## src/rtl/lenet_pkg.sv

```systemverilog
// rtl/lenet_pkg.sv - shared LeNet output-stage constants and argmax state encoding
package lenet_pkg;

  localparam int N_CLASS = 10;
  localparam int DW      = 18;
  localparam int IDXW    = 4;

  typedef enum logic [1:0] {
    IDLE = 2'd0,
    SCAN = 2'd1,
    DONE = 2'd2
  } argmax_state_t;

endpackage

```

## src/rtl/layer6_argmax.sv

```systemverilog
// rtl/layer6_argmax.sv - sequential argmax over the FC-layer class scores
module layer6_argmax #(
  parameter int N_CLASS = lenet_pkg::N_CLASS,
  parameter int DW      = lenet_pkg::DW,
  parameter int IDXW    = lenet_pkg::IDXW
) (
  input  logic                    clk,
  input  logic                    reset,
  input  logic                    fc_finish,
  input  logic [N_CLASS*DW-1:0]   din,
  output logic                    busy,
  output logic                    done,
  output logic [IDXW-1:0]         class_id,
  output logic signed [DW-1:0]    max_val
);

  import lenet_pkg::*;

  argmax_state_t        r_state;
  argmax_state_t        w_state_nxt;
  logic                 r_fc_prev;
  logic signed [DW-1:0] r_bank [N_CLASS];
  logic signed [DW-1:0] r_best_val;
  logic [IDXW-1:0]      r_best_idx;
  logic [IDXW-1:0]      r_idx;
  logic                 r_busy;
  logic                 r_done;
  logic [IDXW-1:0]      r_class_id;
  logic signed [DW-1:0] r_max_val;

  logic                 w_start;
  logic                 w_last;
  logic                 w_gt;
  logic signed [DW-1:0] w_cur;

  // A new classification needs a fresh low-to-high fc_finish while idle;
  // a level held high or edges during a run never start another one.
  assign w_start = (r_state == IDLE) && fc_finish && !r_fc_prev;
  assign w_last  = (r_idx == IDXW'(N_CLASS - 1));
  assign w_cur   = r_bank[r_idx];
  // Strict compare so an equal later score never displaces the earlier index.
  assign w_gt    = (w_cur > r_best_val);

  assign busy     = r_busy;
  assign done     = r_done;
  assign class_id = r_class_id;
  assign max_val  = r_max_val;

  // Previous fc_finish sample for rising-edge detection
  always_ff @(posedge clk or negedge reset) begin
    if (!reset) begin
      r_fc_prev <= 1'b0;
    end else begin
      r_fc_prev <= fc_finish;
    end
  end

  // FSM state register
  always_ff @(posedge clk or negedge reset) begin
    if (!reset) begin
      r_state <= IDLE;
    end else begin
      r_state <= w_state_nxt;
    end
  end

  // FSM next-state: one scan step per cycle, single DONE cycle, back to idle
  always_comb begin
    w_state_nxt = r_state;
    case (r_state)
      IDLE:    if (w_start) w_state_nxt = SCAN;
      SCAN:    if (w_last) w_state_nxt = DONE;
      DONE:    w_state_nxt = IDLE;
      default: w_state_nxt = IDLE;
    endcase
  end

  // Score bank capture at the start edge, then one comparison per SCAN cycle
  always_ff @(posedge clk or negedge reset) begin
    if (!reset) begin
      for (int i = 0; i < N_CLASS; i++) begin
        r_bank[i] <= '0;
      end
      r_best_val <= '0;
      r_best_idx <= '0;
      r_idx      <= '0;
    end else if (w_start) begin
      for (int i = 0; i < N_CLASS; i++) begin
        r_bank[i] <= din[(N_CLASS-1-i)*DW +: DW];
      end
      r_best_val <= din[N_CLASS*DW-1 -: DW];
      r_best_idx <= '0;
      r_idx      <= IDXW'(1);
    end else if (r_state == SCAN) begin
      if (w_gt) begin
        r_best_val <= w_cur;
        r_best_idx <= r_idx;
      end
      r_idx <= r_idx + 1'b1;
    end
  end

  // Registered status and result outputs; results only move in DONE
  always_ff @(posedge clk or negedge reset) begin
    if (!reset) begin
      r_busy     <= 1'b0;
      r_done     <= 1'b0;
      r_class_id <= '0;
      r_max_val  <= '0;
    end else begin
      r_busy <= (r_state != IDLE);
      r_done <= (r_state == DONE);
      if (r_state == DONE) begin
        r_class_id <= r_best_idx;
        r_max_val  <= r_best_val;
      end
    end
  end

endmodule

```

## config.mk

```make
export PLATFORM = sky130hd
export DESIGN_NAME = layer6_argmax
export DESIGN_NICKNAME = d
export VERILOG_FILES = /design/src/rtl/lenet_pkg.sv /design/src/rtl/layer6_argmax.sv
export SDC_FILE = /design/constraint.sdc
export NUM_CORES = 1
export LEC_CHECK = 0
export CORE_MARGIN = 1
export CORE_UTILIZATION = 44
export CTS_CLUSTER_DIAMETER = 60
export DETAILED_ROUTE_END_ITERATION = 7
export DONT_BUFFER_PORTS = 1
export MAX_ROUTING_LAYER = met4
export PLACE_DENSITY_LB_ADDON = 0.12
export SYNTH_ARGS = -nofsm -noshare
export SYNTH_HDL_FRONTEND = slang
export SYNTH_SLANG_ARGS = --single-unit
```

## constraint.sdc

```tcl
create_clock -name clk -period 3.74 [get_ports clk]
set_input_delay 0.374 -clock clk [delete_from_list [all_inputs] [get_ports clk]]
set_output_delay 0.374 -clock clk [all_outputs]
set_load 0.03 [all_outputs]
```

# Yosys cells after proc, flatten, opt, wreduce, memory -nomap -nowiden
# Index checks and enable logic that the tools add are counted.
[word_totals]
input_bits = 183
register_bits = 233
elab_cells = 51
[op_classes]
eq_ne = 5
bitwise = 1
magnitude_cmp = 2
addsub = 1
n_mux = 14
reduce_logical = 9
[ops]
columns = ["op", "n"]
rows = [
  ["$mux 18", 5],
  ["$bmux 18 s4", 1],
  ["$mux 4", 5],
  ["$gt 18x18->1", 1],
  ["$reduce_bool 2->1", 3],
  ["$ge 5x5->1 const B", 1],
  ["$not 4->5", 1],
  ["$add 4x1->4 const B", 1],
  ["$eq 4x4->1 const B", 1],
  ["$mux 2", 2],
  ["$ne 2x2->1 const B", 2],
  ["$pmux 2 s2", 1],
  ["$reduce_and 2->1", 2],
  ["$eq 2x1->1 const B", 1],
  ["$eq 2x2->1 const B", 1],
  ["$logic_and 1x1->1", 2],
  ["$logic_not 2->1", 1],
  ["$logic_not 1->1", 1],
]

# Longest topological paths before layout
[logic_depth]
depth_word = 8
mapped_depth = 16
depth_no_buf = 12

# Worst setup path before layout
# Ideal clock, no wire load.
[synth_path]
path_kind = "register to register"
start = "register r_idx[0]"
end = "register r_best_idx[2]"
t_arrival_ns = 3.901
synth_period_minus_slack_ns = 3.980
path_buffers = 6
setup_time_ns = 0.080
path_stages_with_launch = 17
setup_slack_ns = -0.240
path_cell_list = "dfrtp_1 -> buf_2 -> buf_2 -> buf_2 -> mux2_1 -> a221oi_1 -> nor2_1 -> ha_1 -> nand4_2 -> or4_1 -> o2bb2ai_2 -> or4_1 -> buf_4 -> and2_4 -> buf_6 -> buf_6 -> mux2i_1"
[synth_between]
elab_chain_len = 7
[synth_lines]
columns = ["element", "line", "rtl"]
rows = [
  ["start: declaration", "layer6_argmax.sv:25", "logic [IDXW-1:0] r_idx;"],
  ["start signal: assignment", "layer6_argmax.sv:99", "r_idx <= r_idx + 1'b1;"],
  ["$not 4->5 (implied by the code)", "layer6_argmax.sv:40", "assign w_cur = r_bank[r_idx];"],
  ["$bmux 18 s4", "layer6_argmax.sv:40", ""],
  ["$mux 18 (implied by the code) (2 in a row)", "layer6_argmax.sv:40", ""],
  ["$gt 18x18->1", "layer6_argmax.sv:42", "assign w_gt = (w_cur > r_best_val);"],
  ["$reduce_bool 2->1 (no source line)", "--", ""],
  ["$reduce_and 2->1 (no source line)", "--", ""],
  ["end signal: assignment", "layer6_argmax.sv:97", "r_best_idx <= r_idx;"],
  ["end: declaration", "layer6_argmax.sv:24", "logic [IDXW-1:0] r_best_idx;"],
]
# Every way passes these cells. The select of a mux whose other input is x is not followed.
# A chain may end at the register's enable or synchronous reset.

# Worst setup path after layout
# Same ends and word-level chain as after synthesis.

==> reports/qor.yml <==
skew_ps: 17.0
finalMaxSlewViolations: 0
fin_crit_ps: 3630
critPathArrivalTime_ps: 4020
max_freq_ghz: 0.276
syn-num-nets: 1371
leakage_nw: 6.86
cts_htree_levels: 1
worstSetupStartpointType: "flop"
grtUsageTotal_pct: 25.8
maxCapViolations: 0
yosysTopAreaCell: "dfrtp_1"
yosysUniqueCellTypes: 45
ant_nets: 0
drc: 0
fp.dieW_um: 159
syn-cell-area_um2: 10900
cts.path.max_buffers: 3
gp_congestion: 0.833
initial_core_util_pct: 44.8
fin_cells: 1657
syn_to_final_growth_pct: 27.8
post-route-util_pct: 57.3
io_pins: 207
synthTopCellsByArea: "dfrtp_1 (54%), nand2_1 (20%), mux4_2 (7.5%), ha_1 (2.3%), o211ai_2 (2.0%)"
setup_ws_ps: 113
hp-class: "primary input to asynchronous set/reset pin"
seq_area_um2: 5840
period_share_pct: 97.0
die_h_um: 159
drt_pass1_iterations: 5
vias: 8667
outcome: "finished with violations"
r2r-end: "r_best_idx[2]"
setup_viol: 0
clk_latency_ps: 540
vias_per_cell: 5.23
finalSetupTns_ps: 0
synth_seq_area_share_pct: 53.7
gr-total-overflow: 0
post_drt_wl_per_cell_um: 18.8
dp.cells: 1438
tightestPinTransition_ps: 1040
worst_setup_path_end_kind: "flop"
r2r_start: "r_idx[0]"
timing.hold.ws_ps: -451
synth_top_area_share_pct: 53.7
hold_buffers: 163
reg2reg_depth: 12
slew_headroom_pct: 30.5
routed_wirelength_mm: 31.2
multiInputGateArea_um2: 4730
yosysWarnings: 0
cp-endpoint: "r_best_idx[2]"
crit_type: "flop to flop"
p_per_area_nw_per_um2: 957
dp_hpwl_mm: 20.4
mostFrequentLayoutCells: "nand2_1 (584), dfrtp_1 (231), dlygate4sd3_1 (163)"
stdcell_area_um2: 13900
placed_area_um2: 11200
antenna_found_initial: 0
grt_pass1_vias: 8804
ys_ff_latch: 233
synth-edff-count: 0
critPathRequiredTime_ps: 4140
ff2ff_setup_slack_ps: 110
rows: 57
violations: "negative hold slack"
async_reset_ff_share_pct: 100
syn_area_per_cell_um2: 9.30
finalNetCount: 1516
die-area_um2: 25300
layout-drive-gt1-share_pct: 11.2
drt_iter0_drc: 683
cts_tree: "done"
startpoint: "r_idx[0]"
clk_pin_slew_worst_paths_ps: 60
dpl_worst_slack_ps: 26.4
core-area_um2: 24200
grt_max_degree: 234
n_antenna_cell: 0
p_total_mw: 13.3
grt_pass1_wl_mm: 49.3
path_max_fanout: 8
final_common_cell: "nand2_1"
port_buffers: 0
worst_ir_drop_vdd_v: 0.000638
num-fill-cells: 2092
numCtsBuffers: 28
cts_sinks: 233
syn_inst: 1168
hold_viol: 233
synth_ff_type: "dfrtp_1"
root_buffer: "clkbuf_16"
cell usage after synthesis, drive strengths merged, types with 17 or more instances:
cell type,count
a21oi,26
clkbuf,52
nand3,18
mux4,36
a221oi,17
o21ai,20
nand2,584
mux2,23
inv,22
dfrtp,233
buf,21
ha,20
o211ai,17
nor2,42
worst min path at each step:
stage                  end  slack, ps  startpoint
2_1_floorplan         busy         80       reset
3_3_place_gp   class_id[1]         90       reset
3_5_place_dp   class_id[1]         90       reset
4_1_cts        r_bank[151]       -480       reset
5_1_grt        class_id[1]       -480       reset
6_report       class_id[1]       -450       reset
what timing repair did:
item | CTS | global route
buffers inserted | 0 | 5
resized for setup | 0 | 19
endpoints found under the setup margin | 0 | 22
hold endpoints to repair | 400 | 233
layer usage:
metal / GRT usage, % / vias to the layer above / wire [um]
met5: - / - / 0
met4: 9.75 / 0 / 1160
met3: 3.31 / 59 / 1700
met2: 38.2 / 284 / 14300
met1: 36.4 / 4219 / 14100
li1: - / 4105 / -
worst max-delay path: stages (launching register included):
cell and delay [ps]:
dfrtp_4 530, buf_6 180, mux4_2 550, a221oi_2 330, nor2_2 100, ha_1 300, nand4_1 160, nor4_1 90
a311o_1 360, or4_4 420, and2_4 200, buf_12 140, mux2i_1 110
where the power goes:
group	internal [mW]	switching [mW]	total (mW)
Sequential	3.77	0.951	4.72
Combinational	2.72	3.23	5.95
Clock	1.54	1.08	2.62
final cells by class:
cell class	count	area share (%)
clock buffer	40	5.95
clock inverter	10	0.504
inverter	23	0.622
multi-input combinational	839	34.1
sequential	233	42.0
tap	324	2.92
timing repair buffer	188	13.9
kinds of logic (layout without fill, tap and decap cells):
kind of cell / count (synthesis) / in the layout / share of synthesized area, %
fa+ha+maj: 20 / 20 / 2.30
simple gates: 663 / 663 / 23.7
mux: 63 / 63 / 10.2
flops: 233 / 233 / 53.7
xor+xnor: 2 / 2 / 0.161
buf+inv: 96 / 261 / 3.62
compound gates: 91 / 91 / 6.40
registers in the layout, summed over array words and instances, names as in the netlist:
register and cells:
r_bank 180, max_val 18, r_best_val 18, class_id 4, r_best_idx 4, r_idx 4
r_state 2, busy 1, done 1, r_fc_prev 1
Power figures use the tool's default switching activity.
